`config.mk`:
```
export PLATFORM = sky130hd
export DESIGN_NAME = fetch_ctrl
export DESIGN_NICKNAME = d
export VERILOG_FILES = /design/src/rtl/fetch_ctrl.sv
export SDC_FILE = /design/constraint.sdc
export NUM_CORES = 1
export LEC_CHECK = 0
export ABC_CLOCK_PERIOD_IN_PS = 1600
export BUFFER_PORTS_ARGS = -buffer_cell sky130_fd_sc_hd__clkbuf_2
export CORE_MARGIN = 2
export CORE_UTILIZATION = 43
export CTS_CLUSTER_SIZE = 30
export DETAILED_ROUTE_END_ITERATION = 8
export PLACE_DENSITY = 0.74
export SETUP_SLACK_MARGIN = 0.4
export SYNTH_ARGS = -nofsm -noshare
export SYNTH_HDL_FRONTEND = slang
export SYNTH_SLANG_ARGS = --single-unit
```
`constraint.sdc`:
```
create_clock -name clk -period 1.6 [get_ports clk]
set_clock_uncertainty 0.2 [all_clocks]
set_input_delay 0.08 -clock clk [delete_from_list [all_inputs] [get_ports clk]]
set_output_delay 0.08 -clock clk [all_outputs]
set_load 0.05 [all_outputs]
```
`src/rtl/fetch_ctrl.sv`:
```
// fetch_ctrl: instruction-fetch sequencer above the datapath control FSM
//   clk, reset_n    : clock (rising edge), asynchronous active-low reset
//   run             : keep executing while high; sampled in IDLE and at retire
//   mem_addr/mem_rd : fetch address (= pc) and read request, held until mem_ready
//   mem_ready/mem_rdata : read accept and instruction word, valid together
//   ir              : instruction register feeding datapath decode
//   dp_start/dp_w   : start pulse to the datapath FSM, its idle flag back
//   pc, busy, halted, instr_count : status outputs
module fetch_ctrl #(
  parameter int PC_W = 9,
  parameter logic [PC_W-1:0] RESET_PC = '0
) (
  input  logic            clk,
  input  logic            reset_n,
  input  logic            run,
  output logic [PC_W-1:0] mem_addr,
  output logic            mem_rd,
  input  logic            mem_ready,
  input  logic [15:0]     mem_rdata,
  output logic [15:0]     ir,
  output logic            dp_start,
  input  logic            dp_w,
  output logic [PC_W-1:0] pc,
  output logic            busy,
  output logic            halted,
  output logic [15:0]     instr_count
);
  localparam logic [2:0] IDLE   = 3'd0;
  localparam logic [2:0] FETCH  = 3'd1;
  localparam logic [2:0] ISSUE  = 3'd2;
  localparam logic [2:0] ACK    = 3'd3;
  localparam logic [2:0] EXEC   = 3'd4;
  localparam logic [2:0] HALTED = 3'd5;
  logic [2:0] state, next;
  logic       is_halt;
  assign is_halt = ir[15:13] == 3'b111;
  // ACK waits for the datapath to leave idle so a stale dp_w = 1 is not
  // mistaken for completion; EXEC then waits for it to return.
  always_comb
    next = (state == IDLE)   ? (run ? FETCH : IDLE) :
           (state == FETCH)  ? (mem_ready ? ISSUE : FETCH) :
           (state == ISSUE)  ? (is_halt ? HALTED : ACK) :
           (state == ACK)    ? (dp_w ? ACK : EXEC) :
           (state == EXEC)   ? (dp_w ? (run ? FETCH : IDLE) : EXEC) :
           (state == HALTED) ? HALTED : IDLE;
  always_ff @(posedge clk or negedge reset_n)
    if (!reset_n) begin
      state       <= IDLE;
      pc          <= RESET_PC;
      ir          <= '0;
      instr_count <= '0;
    end else begin
      state <= next;
      if (state == FETCH && mem_ready) ir <= mem_rdata;
      if (state == ISSUE && !is_halt) pc <= pc + 1'b1;
      if (state == EXEC && dp_w) instr_count <= instr_count + 16'd1;
    end
  // Outputs decode only registered state, so reset clears them with no edge.
  assign mem_addr = pc;
  assign mem_rd   = state == FETCH;
  assign dp_start = state == ISSUE && !is_halt;
  assign busy     = !(state == IDLE || state == HALTED);
  assign halted   = state == HALTED;
endmodule

```
# Yosys cells after proc, flatten, opt, wreduce, memory -nomap -nowiden
# Cells that the tools add are included.
# op_classes
eq_ne	6
reduce_logical	7
addsub	2
muxes	11
# op_table
op	n
3-bit two-way mux	9
16-bit by 1-bit adder with 16-bit output, second input constant	1
9-bit by 1-bit adder with 9-bit output, second input constant	1
3-bit == test, second input constant	3
3-bit by 2-bit == test with 1-bit output, second input constant	2
3-bit by 1-bit == test with 1-bit output, second input constant	1
1-bit logical AND	3
3-bit logical NOT	1
1-bit logical NOT	2
2-bit two-way mux	1
1-bit logical OR	1
1-bit two-way mux	1
# word_totals
reg_bits	44
out_inout_bits	54

# Depth between registers and ports, before layout
# Gate-level depths: netlist of run 1.
# depth
ltp_word	7
mapped_depth	7

# Worst setup path after synthesis of run 1
# Ideal clock, no wire load.
# synth_timing
path_kind	flip-flop to flip-flop
from	register state[2]
to	register ir[11]
synth_period_minus_slack_ps	2443
path_stages_with_launch	7
required_time_ps	1275
slack_ps	-843
arrival_ps	2119
setup_ps	125
cell_sequence	dfrtp_1 nand2b_1 nor2_1 and2_1 buf_2 buf_6 mux2_2
# synth_between
elab_chain_cells	2
# synth_lines
item	line	source
from (decl)	34	logic [2:0] state, next;
from (signal assigned)	53	state <= next;
3-bit by 1-bit == test with 1-bit output	--	
named net mem_rd	17	output logic mem_rd,
1-bit logical AND	54	if (state == FETCH && mem_ready) ir <= mem_rdata;
to (signal assigned)	54	
to (decl)	20	output logic [15:0] ir,
# The timed path passes the listed nets, and every way through them passes these cells.
# A chain may end at the register's enable or synchronous reset.

# Final worst setup path of run 1
# layout_timing
from	register state[2]
to	register pc[6], in the netlist mem_addr[6]
# layout_between
elab_chain_cells	2
# layout_lines
item	line	source
3-bit by 2-bit == test with 1-bit output	55	if (state == ISSUE && !is_halt) pc <= pc + 1'b1;
1-bit logical AND	55	
to (signal assigned)	55	
to (decl)	23	output logic [PC_W-1:0] pc,
# Every way passes these cells.

==> results.md, run 1 <==
* Die area at 5110 µm²
* RSZ-0062 raised after global routing: true
* Fraction of registers with async set/reset at 100%
* Gp weighted congestion at 0.784
* IO buf count at 74
* Vias/cell at 5.49
* Cell mode on critical path: buf_4
* Clk Latency, worst-skew pair at 310 ps
* First-pass GRT wire length at 9820 µm
* Dpl cell area at 2540 µm²
* Seq/Total Area, Yosys at 56.2%
* CTS max path bufs at 2
* Final Net Count at 330
* Via count at 1977
* # setup viols final at 45
* Initial Util at 44.7%
* Hold WC Path Type: input port to register
* Max incr delay on CP at 440 ps
* Top cells by area, synth: dfrtp_1, mux2_2, xnor2_1
* Failing checks: setup timing
* Critical Path End Type: register
* Fin worst setup slack at -333 ps
* Crit path kind: register to register
* Leak Pwr at 2.03 nW
* Gr usage total at 25.4%
* Flops & latches, synth at 44
* Crit path required time at 1620 ps
* 1st-iter DRT viols at 232
* Mapped Nets at 185
* Post-synth EDFFs at 0
* Outcome: complete, but fails checks
* Synth area leader: dfrtp_1
* Mapped Avg Cell Area at 12.1 µm²
* Layout cells sized above 1 at 71.4%
* IO Pins at 75
* Tcrit/Tclk final at 121%
* CTS Root Cell: clkbuf_8
* Top-count cell post-synth: dfrtp_1
* Final Critical Period at 1930 ps
* Least-Margin Pin Slew at 571 ps
* CP bufs+invs at 2
* Critical-path top delay cell: dfrtp_2
* Pins over their slew limit at 0
* TritonCTS Sinks at 44
* CP Max Fanout at 4
* Rows at 24
* Area of the core at 4380 µm²
* Vias in the first global route at 1888
* Arrival @ worst endpoint at 1960 ps
* Final Cell Area at 4060 µm²
* TritonCTS buffer count at 5
* Dpl hpwl at 2940 µm
* GRT overflow at 0
* Vert. Die Dim at 71.5 µm
* Synth Instances at 162
* FMAX at 0.517 GHz
* Max-cap viol count at 0
* Fin Hold WS at 135 ps
* Warnings from Yosys at 0
* Critical Path Start Type: register
* TritonRoute pass-1 iters at 4
* Yosys top cell area share at 56.2%
* Final hold violations at 0
* Residual DRC count at 0
* Mapped Area at 1960 µm²
* DIE WIDTH at 71.5 µm
* WL final at 8520 µm
* Antenna-violating nets left at 0
* Synth cell count leaders: dfrtp_1, xnor2_1, mux2_2, nand2_1, buf_4
* Ant diodes at 0
* Post-Route Utilization at 92.7%
* Clock transition at path regs at 100 ps
* Max transition margin at 61.9%
* Yosys cell types at 29
* Power per Cell Area at 1840 nW/µm²
* Cell Chain, Critical Path: buf_4 -> nor2_4 -> buf_4 -> nand4_1 -> nor3_2 -> xor2_1
* TritonCTS clock tree: built
* Top_reg_cell synth: dfrtp_1
* Largest net degree at the start of global routing at 45
* WL/cell at 23.7 µm
* Worst vdd ir at 1570 µV
* Layout area overhead at 107%
* CTS H-Tree Depth at 2
* Antenna violations before repair at 0
* CP top delay family: simple AND/OR/NAND/NOR gates
cells by family (layout without fill, tap and decap cells):
family / Yosys count / in the layout / share of synthesized area (%)
mux: 19 / 19 / 10.9
simple gates: 49 / 49 / 13.5
fa+ha+maj: 2 / 2 / 1.28
xor+xnor: 22 / 22 / 9.83
compound gates: 8 / 8 / 2.43
flops: 44 / 44 / 56.2
buf+inv: 18 / 164 / 5.87
worst register-to-register path, delay by kind of cell, from the launching register on:
| kind | cells | cell delay (ps) |
|---|---|---|
| and+or+nand+nor | 3 | 710 |
| DFF | 1 | 440 |
| buffers and inverters | 2 | 300 |
| xor gates and xnor gates | 1 | 210 |
final timing paths:
| kind | from | to | slack [ps] | cells after the start |
|---|---|---|---|---|
| setup reg to reg | state[2] | mem_addr[6] | -330 | 6 |
| setup / recovery | state[2] | mem_addr[6] | -330 | 6 |
| max in group asynchronous | reset_n | mem_addr[0] | 570 | 3 |
| min in group asynchronous | reset_n | state[1] | 180 | 3 |
| hold reg to reg | instr_count[15] | instr_count[15] | 280 | 1 |
| hold / removal | dp_w | state[2] | 130 | 4 |
report_power, final:
group / internal (W) / switching, W / total [W]
Combinational: 0.00230 / 0.00259 / 0.00489
Clock: 0.000308 / 0.000400 / 0.000707
Sequential: 0.00147 / 0.000406 / 0.00188
Total: 0.00408 / 0.00339 / 0.00747
placed cells by master (no fill, tap or decap), types with 3 or more instances in the layout:
cell and instances:
a21oi_1 3, and3_1 5, buf_12 5, buf_4 45, buf_6 22, buf_8 19, clkbuf_16 11, clkbuf_2 20
clkbuf_8 16, dfrtp_1 21, dfrtp_2 23, dlygate4sd3_1 19, mux2_4 18, nand2_1 6, nand2_4 7, nand3_2 3
nand3_4 3, nand4_1 6, nor2_4 3, xnor2_1 9, xnor2_2 8, xor2_1 4
stage by stage:
stage	power [W]	setup TNS, ps	setup WS (ps)	std cells
5_1_grt	0.00765	-7130	-341	360
3_5_place_dp	0.00469	-672	-56.0	290
2_1_floorplan	0.00401	-6370	-359	162
4_1_cts	0.00660	-1470	-81.0	334
6_report	0.00747	-6350	-333	360
3_3_place_gp	0.00465	-697	-56.0	290
sequential cells by signal, summed over array words and instances (netlist names):
name / flops
mem_addr: 9
instr_count: 16
ir: 16
state: 3
repair_timing:
action | in CTS | in global routing
resized for setup | 159 | 59
cloned | 1 | 0
setup buffers | 16 | 26
endpoints found under the hold margin | 62 | 0
endpoints found under the setup margin | 98 | 95
hold buffers | 19 | 0
pin swaps | 28 | 18
area by class of cell:
type / instances / area (µm²)
repair buffers: 154 / 1720
flip-flops and latches: 44 / 1130
multi-input cells: 100 / 1050
fillers: 137 / 322
clock buffers: 7 / 76.3
well taps: 52 / 65.1
inverters: 2 / 10.0
clock inverters: 1 / 5.00
layer usage:
| metal | vias up | global-route usage (%) | part of all wire [%] |
|---|---|---|---|
| li1 | 831 | - | - |
| met1 | 995 | 31.0 | 36 |
| met2 | 117 | 44.5 | 54 |
| met3 | 34 | 4.22 | 5.7 |
| met4 | 0 | 10.5 | 4.1 |
| met5 | - | 0 | 0 |
(Power assumes the default switching activity.)
==> run 2, diff against run 1 <==
- ABC_AREA: default -> 1
- CORE_UTILIZATION: 43 -> 45
- PLACE_DENSITY: 0.74 -> 0.75
==> run 2 against run 1 <==
The run now fails in 5_1_grt. Synthesized cell count increased by 73%. Area after synthesis increased by 15%.
==> results.md, run 2 <==
* Vert. Die Dim at 74.8 µm
* Synth area leader: dfrtp_1
* TritonCTS Sinks at 44
* Synth Instances at 280
* Post-synthesis mux area share at 0%
* Top-count cell post-synth: nand2_1
* Top cells by area, synth: dfrtp_1, nand2_1, nand3_1
* Simple-gate share of the synthesized area at 33.2%
* Mapped Avg Cell Area at 8.05 µm²
* Dpl hpwl at 3600 µm
* CTS max path bufs at 2
* Mapped Nets at 303
* Worst endpoint type: output port
* TritonCTS buffer count at 5
* IO buf count at 74
* Flops & latches, synth at 44
* Gp weighted congestion at 0.844
* Antenna violations before repair at 0
* DIE WIDTH at 74.8 µm
* Initial Util at 47.1%
* Synth cell count leaders: nand2_1, dfrtp_1, nand3_1
* Halt Stage: 5_1_grt
* Fraction of registers with async set/reset at 100%
* Error: [ERROR DPL-0033] detailed placement checks failed during check placement.
* Outcome: did not finish
* Warnings from Yosys at 0
* Compound-Gate Fraction of Synth Area at 0.943%
* Yosys top cell area share at 48.8%
* Largest net degree at the start of global routing at 45
* Mapped Area at 2250 µm²
* Combinational family with the most area after synthesis: simple AND/OR/NAND/NOR gates
* CTS H-Tree Depth at 2
* Rows at 25
* Top_reg_cell synth: dfrtp_1
* IO Pins at 75
* Yosys cell types at 24
* Setup WS pre-CTS at 65.2 ps
* XOR/XNOR Fraction of Synth Area at 5.83%
* Seq/Total Area, Yosys at 48.8%
* Area share of fa/ha/maj cells after synthesis at 1.11%
* CTS Root Cell: clkbuf_8
* GRT repair_timing worst endpoint: busy
* Post-synth EDFFs at 0
## run 2: changes by cell type after synthesis, moves of 3 or more
cell | before | now
mux2_2 | 14 | 0
nand3_1 | 6 | 32
xnor2_1 | 17 | 6
and4_1 | 3 | 0
a21oi_1 | 3 | 0
mux2_1 | 4 | 0
inv_1 | 2 | 30
nor3_1 | 3 | 6
nor2_1 | 4 | 21
buf_2 | 5 | 1
and3_1 | 7 | 0
nand2_1 | 14 | 97
xor2_1 | 5 | 9
## run 2: timing repair
item | in CTS
setup endpoints to repair | 98
pin swaps | 19
hold endpoints to repair | 62
gates cloned | 2
setup buffers | 23
hold buffers | 18
resized for setup | 199
## run 2: logic make-up after synthesis
family	after synthesis
compound gates	4
xor+xnor	15
fa+ha+maj	2
buf+inv	46
flops	44
simple gates	169
## run 2: stage by stage
step / std cells / util (%) / area [µm²]
after CTS: 465 / 90.5 / 4330
after detailed placement: 414 / 58.8 / 2820
after global placement: 414 / 58.8 / 2820
after floorplan: 280 / - / 2390
==> run 3, diff against run 2 <==
- ABC_CLOCK_PERIOD_IN_PS: 1600 -> 2100
- CORE_UTILIZATION: 45 -> 40
- CTS_CLUSTER_SIZE: 30 -> default
- PLACE_DENSITY: 0.75 -> default
- PLACE_DENSITY_LB_ADDON: default -> 0.15
- SETUP_SLACK_MARGIN: 0.4 -> default
- clock period: 1.6 -> 2.1 ns (I/O delays scaled with it)
==> run 3 against run 2 <==
The flow now finishes without violations. Synthesized cell count unchanged. Area after synthesis unchanged.
==> results.md, run 3 <==
* Power per Cell Area at 1330 nW/µm²
* Dpl cell area at 2650 µm²
* Leak Pwr at 1.63 nW
* FF-to-FF End: instr_count[6]
* Crit path to: dp_start
* # setup viols final at 0
* Reg-to-reg critical path startpoint: state[1]
* Mapped Area at 2250 µm²
* IO Pins at 75
* Layout cells sized above 1 at 26.1%
* TritonCTS clock tree: built
* Rows at 27
* Warnings from Yosys at 0
* Layout area overhead at 30.2%
* TritonRoute pass-1 iters at 4
* Top_reg_cell synth: dfrtp_1
* Final Cell Area at 2940 µm²
* Commonest non-fill, non-tap cell in the layout: nand2_1
* Hold Path Cell Cnt at 5
* Crit path kind: register to output port
* Clock transition at path regs at 80 ps
* Ant diodes at 0
* Fraction of registers with async set/reset at 100%
* Initial Util at 41.2%
* Top cells by area, synth: dfrtp_1, nand2_1, nand3_1
* Flops & latches, synth at 44
* Vias/cell at 4.46
* FMAX at 0.516 GHz
* Antenna violations before repair at 0
* Mapped Avg Cell Area at 8.05 µm²
* Synth area leader: dfrtp_1
* Post-synth EDFFs at 0
* 1st-iter DRT viols at 69
* Clk Latency, worst-skew pair at 290 ps
* Final hold violations at 0
* Dpl hpwl at 3550 µm
* Vert. Die Dim at 79.1 µm
* Residual DRC count at 0
* Critical Path Start Type: register
* Seq/Total Area, Yosys at 48.8%
* Largest net degree at the start of global routing at 30
* GRT overflow at 0
* Die area at 6250 µm²
* Tcrit/Tclk final at 92.3%
* Vias in the first global route at 1863
* Max transition margin at 52.5%
* RSZ-0062 raised after global routing: false
* Worst vdd ir at 947 µV
* Yosys cell types at 24
* CP Max Fanout at 10
* IO buf count at 74
* DIE WIDTH at 79.1 µm
* Hold WC Path Type: input port to register
* Area of the core at 5470 µm²
* Top-count cell post-synth: nand2_1
* TritonCTS Sinks at 44
* Pins over their slew limit at 0
* First-pass GRT wire length at 8260 µm
* Outcome: finished clean
* Critical Path End Type: output port
* R2R Setup Slk at 490 ps
* Gp weighted congestion at 0.829
* Fill cells at 539
* Register-to-Register Path Depth at 6
* WL/cell at 10.9 µm
* Setup TNS at 0 ps
* Worst setup path start: state[2]
* Most frequent cells in the layout: nand2_1, clkbuf_2, dfrtp_1, nand3_1, inv_1
* Mapped Nets at 303
* Max-cap viol count at 0
* Yosys top cell area share at 48.8%
* CTS H-Tree Depth at 2
* Synth Instances at 280
* Gr usage total at 16.6%
* Crit path required time at 1790 ps
* CTS Root Cell: clkbuf_8
* Least-Margin Pin Slew at 713 ps
* Antenna-violating nets left at 0
* Via count at 1976
* TritonCTS buffer count at 5
* Final Critical Period at 1940 ps
* WL final at 4840 µm
* CTS max path bufs at 2
* Final Net Count at 393
* Final Power at 0.00390 W
* Synth cell count leaders: nand2_1, dfrtp_1, nand3_1
* Arrival @ worst endpoint at 1630 ps
run 3: cell counts after synthesis:
No cell type changed its count.
run 3: per-stage QoR:
stage                     hold slack, ps  setup slack, ps  cells  util (%)
after floorplan                     -391              175    280         -
after global placement             -10.1              471    417      48.4
after detailed placement           -2.16              416    417      48.4
after CTS                           20.9             86.8    443      53.6
after global routing                57.2             3.83    443      53.7
final                               25.1              162    443      53.7
run 3: report_power, final:
part / internal [W] / switching [W] / total [W]
registers: 0.00108 / 0.000227 / 0.00131
clock network: 0.000353 / 0.000280 / 0.000633
logic: 0.000452 / 0.00150 / 0.00195
total: 0.00189 / 0.00201 / 0.00390
run 3: metal layers:
| layer | vias up | share of wire, % | global-route usage (%) |
|---|---|---|---|
| met3 | 4 | 6.2 | 5.00 |
| met1 | 879 | 47 | 22.6 |
| met4 | 0 | 0.72 | 4.66 |
| li1 | 1037 | - | - |
| met2 | 56 | 46 | 25.9 |
| met5 | - | 0 | 0 |
run 3: area by class of cell:
type	count	area, µm²	share of cell area, %
inverters	32	120	4.09
clock inverters	2	35.0	1.19
flip-flops and latches	44	1100	37.5
clock buffers	6	72.6	2.47
repair buffers	97	591	20.1
well taps	72	90.1	3.07
multi-input cells	190	927	31.6
run 3: kinds of logic after synthesis:
group / Yosys count / share of synthesized area, %
fa+ha+maj: 2 / 1.11
buf+inv: 46 / 10.0
xor+xnor: 15 / 5.83
flops: 44 / 48.8
simple gates: 169 / 33.2
compound gates: 4 / 0.943
run 3: worst min path at each step:
stage	from	endpoint	slack [ps]
finish	dp_w	state[1]	30
global route	dp_w	state[1]	60
CTS	dp_w	state[1]	20
detailed placement	reset_n	instr_count[10]	-2
global placement	reset_n	instr_count[10]	-10
floorplan	reset_n	instr_count[0]	-390
run 3: critical path, cell delays in order (launching register included):
cell and delay [ps]:
dfrtp_1 450, inv_1 100, nand2_1 80, nor2_2 140, nand2_2 150, inv_2 170, clkbuf_4 260
run 3: what timing repair did:
action / CTS / global route
setup buffers: 0 / 0
hold buffers: 18 / 0
setup endpoints to repair: 0 / 1
resized for setup: 0 / 2
hold endpoints to repair: 44 / 0
==> run 4, diff against run 3 <==
- ABC_CLOCK_PERIOD_IN_PS: 2100 -> 2110
- CORE_MARGIN: 2 -> default
- clock period: 2.1 -> 2.11 ns (I/O delays scaled with it)
==> run 4 against run 3 <==
Hold slack barely moved. Die area fell by 5.0%. Clock-buffer cell count rose by 1. First-iteration DRC count rose by 29%. Register-to-register slack got worse by 50 ps. Power fell by 1.7%. Sequential power barely moved. Core utilization rose by 1.7 points. Global-route usage rose by 2.3 points. Clock power fell by 9.6%. Critical endpoint unchanged.
==> results.md, run 4 (synthesis results as in run 3) <==
* TritonCTS buffer count at 5
* Die area at 5940 µm²
* Storage cell area at 1100 µm²
* Clk Latency, worst-skew pair at 290 ps
* Critical Path End Type: output port
* Commonest non-fill, non-tap cell in the layout: nand2_1
* Vert. Die Dim at 77.1 µm
* Area of the core at 5270 µm²
* Gr usage total at 18.9%
* Tcrit/Tclk final at 92.7%
* CTS Root Cell: clkbuf_8
* CP Max Fanout at 10
* Largest net degree at the start of global routing at 45
* R2R Setup Slk at 440 ps
* Most frequent cells in the layout: nand2_1, clkbuf_2, dfrtp_1, nand3_1, inv_1
* Layout cells sized above 1 at 26.0%
* # setup viols final at 0
* WL/cell at 11.4 µm
* Pins over their slew limit at 0
* WL final at 4990 µm
* Rows at 26
* TritonCTS Sinks at 44
* FMAX at 0.511 GHz
* GRT overflow at 0
* TritonRoute pass-1 iters at 4
* Max-cap viol count at 0
* CTS H-Tree Depth at 2
* Crit path required time at 1800 ps
* Vias in the first global route at 2058
* Critical Path Start Type: register
* Register-to-Register Path Depth at 7
* Power per Cell Area at 1310 nW/µm²
* Final hold violations at 0
* Min-Delay Endpoint: instr_count[13]
* Layout area overhead at 29.3%
* Gp weighted congestion at 0.813
* Antenna-violating nets left at 0
* FF-to-FF End: instr_count[15]
* Fill cells at 543
* Final Net Count at 392
* TritonCTS clock tree: built
* Reg-to-reg critical path startpoint: state[1]
* Worst setup path start: state[2]
* Antenna violations before repair at 0
* IO Pins at 75
* Setup TNS at 0 ps
* Clock transition at path regs at 80 ps
* Arrival @ worst endpoint at 1650 ps
* 1st-iter DRT viols at 89
* Multi-input gate area at 927 µm²
* Dpl cell area at 2640 µm²
* Max transition margin at 62.8%
* Final Cell Area at 2920 µm²
* Via count at 2019
* Least-Margin Pin Slew at 558 ps
* Ant diodes at 0
* IO buf count at 74
* CTS max path bufs at 2
* Vias/cell at 4.60
* Leak Pwr at 1.62 nW
* Hold WC Path Type: input port to register
* Residual DRC count at 0
* RSZ-0062 raised after global routing: false
* DIE WIDTH at 77.1 µm
* Worst vdd ir at 848 µV
* Outcome: finished clean
* Crit path kind: register to output port
* Hold Path Cell Cnt at 5
* Initial Util at 42.8%
* Dpl hpwl at 3510 µm
* Final Critical Period at 1960 ps
* Hold Startpoint: dp_w
* First-pass GRT wire length at 9060 µm
run 4: cell type report:
type / instances / area share, %
Sequential cell: 44 / 37.8
Tap cell: 70 / 3.00
Inverter: 32 / 4.12
Multi-Input combinational cell: 190 / 31.8
Clock buffer: 7 / 3.30
Timing Repair Buffer: 96 / 20.0
run 4: per-layer routing:
layer / wire [µm] / global-route usage (%) / up-vias
met5: 0 / 0 / -
met4: 47 / 4.53 / 0
met3: 301 / 5.00 / 8
met2: 2360 / 32.5 / 62
met1: 2280 / 23.6 / 909
li1: - / - / 1040
run 4: worst max path at each step:
stage               cells after the start  slack (ps)               to
global route                            6           8         dp_start
detailed placement                      6         420         dp_start
CTS                                     6         100         dp_start
floorplan                               6         180             busy
global placement                        7         490  instr_count[15]
finish                                  6         150         dp_start
run 4: power by group:
part           leakage (nW)  switching (W)  total (W)  internal (W)
Sequential            0.562       0.000228    0.00131       0.00108
Clock                0.0503       0.000280   0.000572      0.000292
Combinational          1.00        0.00150    0.00195      0.000450
run 4: critical path, cell delays in order, from the launching register on:
cell	delay, ps
dfrtp_1	450
inv_1	90
nand2_1	80
nor2_2	140
nand2_2	150
inv_2	190
clkbuf_4	260
run 4: per-stage QoR:
stage / total power (W) / util, % / setup WS, ps / hold WS, ps / cells
after floorplan: 0.00283 / - / 185 / -390 / 280
after global placement: 0.00323 / 50.0 / 493 / 28.7 / 414
after detailed placement: 0.00326 / 50.0 / 423 / 27.4 / 414
after CTS: 0.00386 / 55.3 / 97.7 / 20.8 / 439
after global routing: 0.00407 / 55.3 / 8.25 / 47.7 / 439
final: 0.00383 / 55.3 / 154 / 25.1 / 439
run 4: timing repair:
| item | CTS | global route |
|---|---|---|
| resized for setup | 0 | 2 |
| buffers inserted | 0 | 0 |
| setup endpoints to repair | 0 | 1 |
| hold buffers | 18 | 0 |
| hold endpoints to repair | 61 | 0 |
